**config.mk**
```make
export PLATFORM = sky130hd
export DESIGN_NAME = pulse_gen_multi
export DESIGN_NICKNAME = d
export VERILOG_FILES = /design/src/rtl/pulse_gen_multi.sv
export SDC_FILE = /design/constraint.sdc
export NUM_CORES = 1
export LEC_CHECK = 0
export ABC_AREA = 1
export CAP_MARGIN = 20
export CELL_PAD_IN_SITES_DETAIL_PLACEMENT = 2
export CELL_PAD_IN_SITES_GLOBAL_PLACEMENT = 2
export CORE_UTILIZATION = 40
export CTS_BUF_LIST = sky130_fd_sc_hd__clkbuf_2
export DETAILED_ROUTE_END_ITERATION = 16
export GPL_ROUTABILITY_DRIVEN = 0
export HOLD_SLACK_MARGIN = 0.03
export PLACE_DENSITY_LB_ADDON = 0.1
export SLEW_MARGIN = 40
export SYNTH_ARGS = -nofsm -noshare
export SYNTH_HDL_FRONTEND = slang
export SYNTH_SLANG_ARGS = --single-unit
```
**constraint.sdc**
```tcl
create_clock -name wb_clk_i -period 18 [get_ports wb_clk_i]
set_clock_uncertainty 0.15 [all_clocks]
set_input_delay 3.6 -clock wb_clk_i [delete_from_list [all_inputs] [get_ports wb_clk_i]]
set_output_delay 3.6 -clock wb_clk_i [all_outputs]
set_load 0.02 [all_outputs]
```
**src/rtl/pulse_gen_multi.sv**
```systemverilog
// pulse_gen_multi -- multi-channel programmable pulse generator.
//
// NUM_CH independent channels, each with its own period (P), high width (H)
// and burst count (N, 0 = continuous). Configuration arrives through a single
// write port addressed by cfg_ch/cfg_sel. start/stop act on channel cfg_ch.
//
// Ports:
//   wb_clk_i   system clock, rising edge
//   wb_rst_i   synchronous active-high reset
//   cfg_we     config write strobe (one cycle per write)
//   cfg_ch     channel addressed by cfg_we/start/stop
//   cfg_sel    0=PERIOD 1=WIDTH 2=BURST 3=reserved (ignored)
//   cfg_data   config write data
//   start      start/restart channel cfg_ch
//   stop       stop channel cfg_ch (wins over start)
//   pulse_out  registered pulse outputs, one per channel
//   busy       channel is running
//   done       one-cycle pulse when a burst completes
//   irq        registered OR of done

// Single channel: IDLE/RUN FSM plus period counter and pulse counter.
//   clk_i/rst_i        clock, synchronous active-high reset
//   wr_p/wr_h/wr_n_i   write strobes for P/H/N, data on wr_data_i
//   start_i/stop_i     already decoded for this channel
//   pulse_o/busy_o/done_o  registered outputs
module pulse_gen_ch #(
  parameter int CNT_W = 16
) (
  input  logic             clk_i,
  input  logic             rst_i,
  input  logic             wr_p_i,
  input  logic             wr_h_i,
  input  logic             wr_n_i,
  input  logic [CNT_W-1:0] wr_data_i,
  input  logic             start_i,
  input  logic             stop_i,
  output logic             pulse_o,
  output logic             busy_o,
  output logic             done_o
);

  typedef enum logic {ST_IDLE, ST_RUN} state_e;

  state_e           state_q, state_d;
  logic [CNT_W-1:0] p_q, p_d, h_q, h_d, n_q, n_d;
  logic [CNT_W-1:0] ps_q, ps_d, hs_q, hs_d;
  logic [CNT_W-1:0] cnt_q, cnt_d, pc_q, pc_d;
  logic             pulse_q, pulse_d, done_q, done_d;
  logic             go, at_wrap, burst_end;

  // State register
  always_ff @(posedge clk_i) begin
    if (rst_i) begin
      state_q <= ST_IDLE;
      p_q     <= '0;
      h_q     <= '0;
      n_q     <= '0;
      ps_q    <= '0;
      hs_q    <= '0;
      cnt_q   <= '0;
      pc_q    <= '0;
      pulse_q <= 1'b0;
      done_q  <= 1'b0;
    end else begin
      state_q <= state_d;
      p_q     <= p_d;
      h_q     <= h_d;
      n_q     <= n_d;
      ps_q    <= ps_d;
      hs_q    <= hs_d;
      cnt_q   <= cnt_d;
      pc_q    <= pc_d;
      pulse_q <= pulse_d;
      done_q  <= done_d;
    end
  end

  // Next-state / datapath
  always_comb begin
    // A write in the same cycle is visible to start and to a boundary reload.
    p_d = wr_p_i ? wr_data_i : p_q;
    h_d = wr_h_i ? wr_data_i : h_q;
    n_d = wr_n_i ? wr_data_i : n_q;

    go      = start_i && !stop_i && (p_d >= CNT_W'(2));
    at_wrap = (state_q == ST_RUN) && (cnt_q == ps_q - CNT_W'(1));
    // pc_q counts completed periods before this one; ">=" lets a BURST
    // lowered mid-run end the channel at the next boundary.
    burst_end = at_wrap && (n_d != '0) && (pc_q >= n_d - CNT_W'(1));

    state_d = state_q;
    cnt_d   = cnt_q;
    pc_d    = pc_q;
    ps_d    = ps_q;
    hs_d    = hs_q;

    if (stop_i) begin
      state_d = ST_IDLE;
    end else if (go) begin
      state_d = ST_RUN;
      cnt_d   = '0;
      pc_d    = '0;
      ps_d    = p_d;
      hs_d    = h_d;
    end else if (state_q == ST_RUN) begin
      if (burst_end) begin
        state_d = ST_IDLE;
      end else if (at_wrap) begin
        cnt_d = '0;
        // Saturate so continuous mode never wraps into a burst end.
        pc_d  = (pc_q == '1) ? pc_q : pc_q + CNT_W'(1);
        ps_d  = p_d;
        hs_d  = h_d;
      end else begin
        cnt_d = cnt_q + CNT_W'(1);
      end
    end
  end

  // Output decode: outputs are registered from next-state values so that
  // pulse_out reflects cnt=0 in the first cycle after start.
  always_comb begin
    pulse_d = (state_d == ST_RUN) && (cnt_d < hs_d);
    done_d  = burst_end && !stop_i && !go;
  end

  assign pulse_o = pulse_q;
  assign busy_o  = (state_q == ST_RUN);
  assign done_o  = done_q;

endmodule

module pulse_gen_multi #(
  parameter int NUM_CH = 4,
  parameter int CNT_W  = 16,
  parameter int CH_W   = 2
) (
  input  logic              wb_clk_i,
  input  logic              wb_rst_i,
  input  logic              cfg_we,
  input  logic [CH_W-1:0]   cfg_ch,
  input  logic [1:0]        cfg_sel,
  input  logic [CNT_W-1:0]  cfg_data,
  input  logic              start,
  input  logic              stop,
  output logic [NUM_CH-1:0] pulse_out,
  output logic [NUM_CH-1:0] busy,
  output logic [NUM_CH-1:0] done,
  output logic              irq
);

  logic [NUM_CH-1:0] hit;
  logic              irq_q, irq_d;

  for (genvar i = 0; i < NUM_CH; i++) begin : g_ch
    // Channel numbers >= NUM_CH match no instance, so they are ignored.
    assign hit[i] = (cfg_ch == CH_W'(i));

    pulse_gen_ch #(.CNT_W(CNT_W)) u_ch (
      .clk_i     (wb_clk_i),
      .rst_i     (wb_rst_i),
      .wr_p_i    (cfg_we && hit[i] && (cfg_sel == 2'd0)),
      .wr_h_i    (cfg_we && hit[i] && (cfg_sel == 2'd1)),
      .wr_n_i    (cfg_we && hit[i] && (cfg_sel == 2'd2)),
      .wr_data_i (cfg_data),
      .start_i   (start && hit[i]),
      .stop_i    (stop && hit[i]),
      .pulse_o   (pulse_out[i]),
      .busy_o    (busy[i]),
      .done_o    (done[i])
    );
  end

  always_comb irq_d = |done;

  always_ff @(posedge wb_clk_i) begin
    if (wb_rst_i) irq_q <= 1'b0;
    else          irq_q <= irq_d;
  end

  assign irq = irq_q;

endmodule

```
==> results of run 1 <==
sequential cells by signal, summed over array words and instances, names as in the netlist:
signal             count
g_ch.u_ch.busy_o       4
g_ch.u_ch.p_q         64
g_ch.u_ch.ps_q        64
g_ch.u_ch.pulse_o      4
g_ch.u_ch.hs_q        64
g_ch.u_ch.pc_q        64
g_ch.u_ch.n_q         64
g_ch.u_ch.cnt_q       64
irq                    1
g_ch.u_ch.h_q         64
g_ch.u_ch.done_o       4
final timing paths:
path	from	endpoint	depth (start not counted)
worst max-delay path	cfg_we	g_ch[3].u_ch.pulse_o	35
worst max register to register	g_ch[3].u_ch.n_q[0]	g_ch[3].u_ch.pulse_o	31
worst min-delay path	g_ch[2].u_ch.pc_q[3]	g_ch[2].u_ch.pc_q[4]	2
worst min register to register	g_ch[2].u_ch.pc_q[3]	g_ch[2].u_ch.pc_q[4]	2
layer usage:
| metal | vias to the layer above | GRT usage [%] | part of all wire (%) |
|---|---|---|---|
| li1 | 12612 | - | - |
| met1 | 13104 | 34.9 | 44 |
| met2 | 379 | 53.6 | 50 |
| met3 | 171 | 4.14 | 3.0 |
| met4 | 2 | 10.9 | 2.8 |
| met5 | - | 0 | 0.013 |
worst max-delay path: cells and delay by family:
| family | cells | cell delay [ns] |
|---|---|---|
| AOI/OAI and AO/OA | 5 | 0.88 |
| xor gates and xnor gates | 2 | 0.26 |
| adders and majority gates | 2 | 0.59 |
| buffers and inverters | 6 | 1.42 |
| and+or+nand+nor | 20 | 3.98 |
stage by stage:
stage / cell area [um2] / total power (W) / hold WS [ns] / util (%) / worst slack, ns
after global routing: 28300 / 0.00236 / 0.368 / 43.8 / 7.75
after floorplan: 26200 / 0.00132 / 0.288 / - / 9.53
after global placement: 27100 / 0.00140 / 0.308 / 41.9 / 7.98
after detailed placement: 27100 / 0.00143 / 0.320 / 42.0 / 7.18
final: 28300 / 0.00224 / 0.327 / 43.9 / 8.31
after CTS: 28300 / 0.00227 / 0.328 / 43.8 / 8.54
synth_stat cells (5+ instances only):
cell type,instances
sky130_fd_sc_hd__a211oi_1,57
sky130_fd_sc_hd__a21o_1,5
sky130_fd_sc_hd__a21oi_1,240
sky130_fd_sc_hd__a31oi_1,8
sky130_fd_sc_hd__buf_2,18
sky130_fd_sc_hd__buf_4,21
sky130_fd_sc_hd__buf_6,8
sky130_fd_sc_hd__clkbuf_1,91
sky130_fd_sc_hd__clkinv_1,11
sky130_fd_sc_hd__dfxtp_1,461
sky130_fd_sc_hd__ha_1,137
sky130_fd_sc_hd__inv_1,436
sky130_fd_sc_hd__inv_2,8
sky130_fd_sc_hd__nand2_1,820
sky130_fd_sc_hd__nand2_2,14
sky130_fd_sc_hd__nand2_4,7
sky130_fd_sc_hd__nand3_1,154
sky130_fd_sc_hd__nand3b_1,10
sky130_fd_sc_hd__nand4_1,58
sky130_fd_sc_hd__nor2_1,617
sky130_fd_sc_hd__nor2_2,16
sky130_fd_sc_hd__nor2_4,12
sky130_fd_sc_hd__nor3_1,57
sky130_fd_sc_hd__nor4_1,11
sky130_fd_sc_hd__o211ai_1,25
sky130_fd_sc_hd__o21a_1,21
sky130_fd_sc_hd__o21ai_0,283
sky130_fd_sc_hd__o21ai_1,35
sky130_fd_sc_hd__o21ai_2,7
sky130_fd_sc_hd__or2_2,7
sky130_fd_sc_hd__xnor2_1,43
sky130_fd_sc_hd__xor2_1,80
cell usage in the layout (no fill, tap or decap), types with 5 or more instances in the layout:
cell type and instances:
sky130_fd_sc_hd__a21o_1 5, sky130_fd_sc_hd__clkinv_1 27, sky130_fd_sc_hd__nor2_4 13, sky130_fd_sc_hd__clkbuf_2 193
sky130_fd_sc_hd__nand4_1 58, sky130_fd_sc_hd__a31oi_1 8, sky130_fd_sc_hd__nand2_2 14, sky130_fd_sc_hd__nor4_1 10
sky130_fd_sc_hd__clkinv_2 14, sky130_fd_sc_hd__o21a_1 21, sky130_fd_sc_hd__xor2_1 80, sky130_fd_sc_hd__nor2_2 16
sky130_fd_sc_hd__o21ai_1 35, sky130_fd_sc_hd__clkdlybuf4s50_1 36, sky130_fd_sc_hd__buf_4 18, sky130_fd_sc_hd__dfxtp_1 461
sky130_fd_sc_hd__a21oi_1 240, sky130_fd_sc_hd__xnor2_1 43, sky130_fd_sc_hd__nand3_2 6, sky130_fd_sc_hd__nand3_1 151
sky130_fd_sc_hd__a211oi_1 57, sky130_fd_sc_hd__diode_2 7, sky130_fd_sc_hd__inv_1 436, sky130_fd_sc_hd__o211ai_1 25
sky130_fd_sc_hd__o21ai_2 7, sky130_fd_sc_hd__nand2_1 820, sky130_fd_sc_hd__nand3b_1 10, sky130_fd_sc_hd__or2_2 7
sky130_fd_sc_hd__nand2_4 7, sky130_fd_sc_hd__o21ai_0 283, sky130_fd_sc_hd__inv_2 11, sky130_fd_sc_hd__ha_1 137
sky130_fd_sc_hd__nor2_1 616, sky130_fd_sc_hd__nor3_1 57
cell type report:
class | count | area (um2)
tap | 855 | 1070
timing repair buffer | 57 | 542
clock inverter | 37 | 236
fill | 8012 | 36300
sequential | 461 | 9230
multi-input combinational | 2783 | 14600
clock buffer | 193 | 966
antenna | 7 | 17.5
inverter | 456 | 1720
cell families after synthesis:
group	Yosys count
XOR/XNOR	125
adder cells (fa/ha/maj)	137
buffers and inverters	598
AO/OA/AOI/OAI	708
AND/OR/NAND/NOR	1813
flip-flops	461
power groups by stage:
| stage | Combinational (W) | Sequential [W] | Clock, W |
|---|---|---|---|
| finish | 0.000360 | 0.00105 | 0.000828 |
| global placement | 0.000327 | 0.00108 | 0 |
| floorplan | 0.000245 | 0.00107 | 0 |
| global route | 0.000401 | 0.00106 | 0.000901 |
| detailed placement | 0.000355 | 0.00108 | 0 |
| CTS | 0.000362 | 0.00105 | 0.000856 |
==> results_dict.tcl, run 1 <==
set metrics [dict create \
    core_area_mm2 0.0646 \
    hold_viol_final 0 \
    globalRouteTotalUtil_pct 29.5 \
    antenna_left 0 \
    final_period_minus_worst_setup_slack_ns 9.69 \
    synth.avg_cell_area_um2 6.81 \
    worst-r2r-setup-slack_ns 11.90 \
    dp_hpwl_mm 71.6 \
    synth_fa_ha_area_share_pct 6.55 \
    power_leakage_nw 13.0 \
    timing.critical_path.from_type "input port" \
    detail_route.vias_per_cell 5.42 \
    buffer_ports.inserted 37 \
    cts-resized-gates 0 \
    synth.mux.area_fraction_pct 0 \
    cts.hold.buffers_added 0 \
    grt_pass1_vias 29044 \
    synthArstFlopShare_pct 0 \
    wl_per_cell_um 20.3 \
    postSynthNetCount 4004 \
    initial_utilization_pct 40.5 \
    yosys.area_share.xor_xnor_pct 4.29 \
    die_w_um 258 \
    slew-limit-headroom_pct 37.4 \
    critical-path-slowest-cell "sky130_fd_sc_hd__clkdlybuf4s50_1" \
    maxCapViolCount 0 \
    hold_path_class "reg -> reg" \
    dr.pass1.iters 7 \
    yosys.cell_types.count 63 \
    worst_path_largest_cell_delay_ns 0.82 \
    synthToLayoutAreaGrowth_pct 8.29 \
    clkTransAtPathRegs_ns 0.10 \
    synthesis.area_mm2 0.0262 \
    p_clk_share_pct 36.9 \
    power_frac_comb_pct 16.1 \
    worst-slew-pin-transition_ns 0.940 \
    num_ports 38 \
    antenna_found_initial 4 \
    die_height_um 258 \
    switching_power_w 0.000763 \
    grt_first_pass_wirelength_mm 156 \
    die_area_mm2 0.0664 \
    cp_common_cell "sky130_fd_sc_hd__nand2_1" \
    warnings_synthesis 0 \
    cellPowerDensity_mw_per_mm2 79.1 \
    bufs_on_longest_clock_path 3 \
    synth_compound_area_share_pct 15.1 \
    drive_gt1_share_pct 8.50 \
    setup_total_negative_slack_ns 0 \
    numCtsBuffers 136 \
    detail_route.drc_violations 0 \
    number_of_enable_flip_flop_cells_after_synthesis 0 \
    vdd.ir_drop.worst_mv 0.0507 \
    final-setup-viol-count 0 \
    tritoncts "yes" \
    worstSetupPathType "in -> reg" \
    finalNetCount 4057 \
    synth_area_leaders "sky130_fd_sc_hd__dfxtp_1 35%, sky130_fd_sc_hd__nand2_1 12%, sky130_fd_sc_hd__nor2_1 8.9%, sky130_fd_sc_hd__ha_1 6.6%, sky130_fd_sc_hd__inv_1 6.3%" \
    syn-instance-count 3842 \
    postCtsSetupRepairBufs 0 \
    placement_rows 93 \
    sequential_element_share_of_the_synthesized_area_pct 35.3 \
    ctsRootBufferMaster "sky130_fd_sc_hd__clkbuf_2" \
    period_share_pct 53.8 \
    fraction_of_synthesized_cell_area_taken_by_the_top_area_cell_type_pct 35.3 \
    run_status "finished, final reports clean" \
    routed-via-count 26268 \
    clock_insertion_delay_worst_skew_ns 1.39 \
    rsz0062_at_grt "no" \
    place_inst 4612 \
    clock-sinks 461 \
    initialDrtViolationCount 1180 \
    routed_wirelength_mm 98.3 \
    grt_start_max_net_pins 133 \
    timing.critical_path.to_type "flip-flop" \
    sequentialPowerShare_pct 47.0 \
    htree_levels 4 \
    max_freq_ghz 0.103 \
    overflow 0 \
    worst-path-max-fanout 32 \
    p_sw_share_pct 34.0 \
    synth-main-ff-cell "sky130_fd_sc_hd__dfxtp_1" \
    stdcell_count 4849 \
    finalMaxSlewViolations 0 \
    synth_simple_gate_area_share_pct 29.5 \
    synth-seq-cells 461 \
    synth_top_area_cell "sky130_fd_sc_hd__dfxtp_1" \
    p_int_w 0.00148 \
    critical_path_arrival_ns 10.75 \
    worstPathRequired_ns 19.07 \
    synth_top_family_by_area "simple AND/OR/NAND/NOR gates" \
]
(Power assumes the default switching activity.)
==> run 2: changes to the inputs <==
- CORE_UTILIZATION: 40 -> 34
- clock period: 18 -> 8.55 ns (I/O delays scaled with it)
==> run 2 against run 1 <==
Global-route usage decreased by 4.6 points; final area increased by 1.4%; critical endpoint is now g_ch[2].u_ch.pulse_o; combinational power increased by 110%; worst hold slack improved by 0.0053 ns.
==> results_dict.tcl, run 2 (synthesis gave the netlist of run 1 again) <==
set metrics [dict create \
    ctsRootBufferMaster "sky130_fd_sc_hd__clkbuf_2" \
    numCtsBuffers 139 \
    overflow 0 \
    grt_first_pass_wirelength_mm 154 \
    initialDrtViolationCount 852 \
    finalMaxSlewViolations 0 \
    grt_pass1_vias 28110 \
    drive_gt1_share_pct 9.18 \
    hold-worst-slack_ns 0.332 \
    slew-limit-headroom_pct 42.0 \
    layout.cells.most_common "sky130_fd_sc_hd__nand2_1" \
    rsz0062_at_grt "no" \
    most-common-layout-cells "818 x sky130_fd_sc_hd__nand2_1, 615 x sky130_fd_sc_hd__nor2_1, 461 x sky130_fd_sc_hd__dfxtp_1, 434 x sky130_fd_sc_hd__inv_1, 282 x sky130_fd_sc_hd__o21ai_0" \
    tritoncts "yes" \
    cellPowerDensity_mw_per_mm2 162 \
    clock_insertion_delay_worst_skew_ns 1.36 \
    die_height_um 279 \
    worst-r2r-setup-slack_ns 2.87 \
    worst_r2r_path_depth 28 \
    dp_hpwl_mm 73.5 \
    detail_route.drc_violations 0 \
    clock-sinks 461 \
    core_area_mm2 0.0761 \
    timing.critical_path.from_type "input port" \
    num_ports 38 \
    final_period_minus_worst_setup_slack_ns 7.06 \
    critical_path_arrival_ns 8.16 \
    cts-resized-gates 0 \
    worst-path-max-fanout 12 \
    run_status "finished, final reports clean" \
    wl_per_cell_um 19.3 \
    die_area_mm2 0.0781 \
    initial_utilization_pct 34.4 \
    max_freq_ghz 0.142 \
    maxCapViolCount 0 \
    path_buf_inv 5 \
    synthToLayoutAreaGrowth_pct 9.79 \
    timing.critical_path.to_type "flip-flop" \
    die_w_um 279 \
    globalRouteTotalUtil_pct 24.9 \
    min_to "g_ch[2].u_ch.pc_q[4]" \
    placement.setup.worst_slack_ns 0.179 \
    bufs_on_longest_clock_path 3 \
    routed-via-count 25834 \
    finalNetCount 4090 \
    worstPathRequired_ns 9.65 \
    setup_total_negative_slack_ns 0 \
    worst_path_largest_cell_delay_ns 0.58 \
    r2r_end "g_ch[2].u_ch.pulse_o" \
    worst_path_dominant_cell_family "simple AND/OR/NAND/NOR gates" \
    routed_wirelength_mm 97.2 \
    placement_rows 101 \
    worstHoldPathCells 2 \
    hold_path_class "reg -> reg" \
    period_share_pct 82.6 \
    vdd.ir_drop.worst_mv 0.0873 \
    dr.pass1.iters 4 \
    clkTransAtPathRegs_ns 0.08 \
    antenna_found_initial 5 \
    postCtsSetupRepairBufs 0 \
    hold_viol_final 0 \
    worst-slew-pin-transition_ns 0.871 \
    antenna_left 0 \
    min-delay-start "g_ch[2].u_ch.pc_q[4]" \
    critical-path-slowest-cell "sky130_fd_sc_hd__clkdlybuf4s50_1" \
    finalWorstSetupSlack_ns 1.49 \
    power_leakage_nw 13.1 \
    buffer_ports.inserted 37 \
    design_area_mm2 0.0287 \
    placed_cell_area_mm2 0.0275 \
    utilization_pct 37.8 \
    worstSetupPathType "in -> reg" \
    grt_start_max_net_pins 174 \
    final-setup-viol-count 0 \
    cp_common_cell "sky130_fd_sc_hd__nand2_1" \
    htree_levels 4 \
    cts.hold.buffers_added 0 \
    r2r-start "g_ch[2].u_ch.n_q[1]" \
    detail_route.vias_per_cell 5.12 \
]
[run 2: final cells by class]
| type | count | area, um2 |
|---|---|---|
| diodes | 6 | 15.0 |
| multi-input cells | 2783 | 14600 |
| clock buffers | 192 | 961 |
| inverters | 456 | 1710 |
| flip-flops and latches | 461 | 9230 |
| repair buffers | 87 | 783 |
| well taps | 1030 | 1290 |
| clock inverters | 29 | 175 |
| fillers | 9349 | 47400 |
[run 2: where the power goes]
part | internal [W] | switching [W]
registers | 0.00219 | 0.0000310
clock network | 0.000633 | 0.00104
logic | 0.000238 | 0.000524
[run 2: how the worst max path moves through the flow]
stage	end	slack (ns)	startpoint	cells past startpoint
after floorplan	g_ch[3].u_ch.pulse_o	1.97	cfg_we	38
after global routing	g_ch[1].u_ch.pulse_o	0.99	cfg_ch[0]	35
after global placement	g_ch[2].u_ch.pulse_o	0.56	cfg_ch[1]	34
final	g_ch[2].u_ch.pulse_o	1.49	cfg_ch[1]	34
after detailed placement	g_ch[2].u_ch.pulse_o	0.18	cfg_ch[1]	34
after CTS	g_ch[2].u_ch.pulse_o	1.59	cfg_ch[1]	32
[run 2: per-stage QoR]
stage,total power [W],instances
2_1_floorplan,0.00277,3842
3_3_place_gp,0.00298,4816
3_5_place_dp,0.00303,4816
4_1_cts,0.00475,5037
5_1_grt,0.00495,5043
6_report,0.00465,5044
[run 2: worst min-delay path, cell delays in order, from the launching register on]
cell	delay [ns]
sky130_fd_sc_hd__dfxtp_1	0.33
sky130_fd_sc_hd__inv_1	0.06
sky130_fd_sc_hd__a21oi_1	0.05
[run 2: metal layers]
metal  routed length, um  part of all wire, %  track usage, %  vias up
li1                    -                    -               -    12657
met1               44900                   46            30.9    12747
met2               47300                   49            44.0      292
met3                2690                  2.8            3.78      138
met4                2270                  2.3            7.69        0
met5                   0                    0               0        -
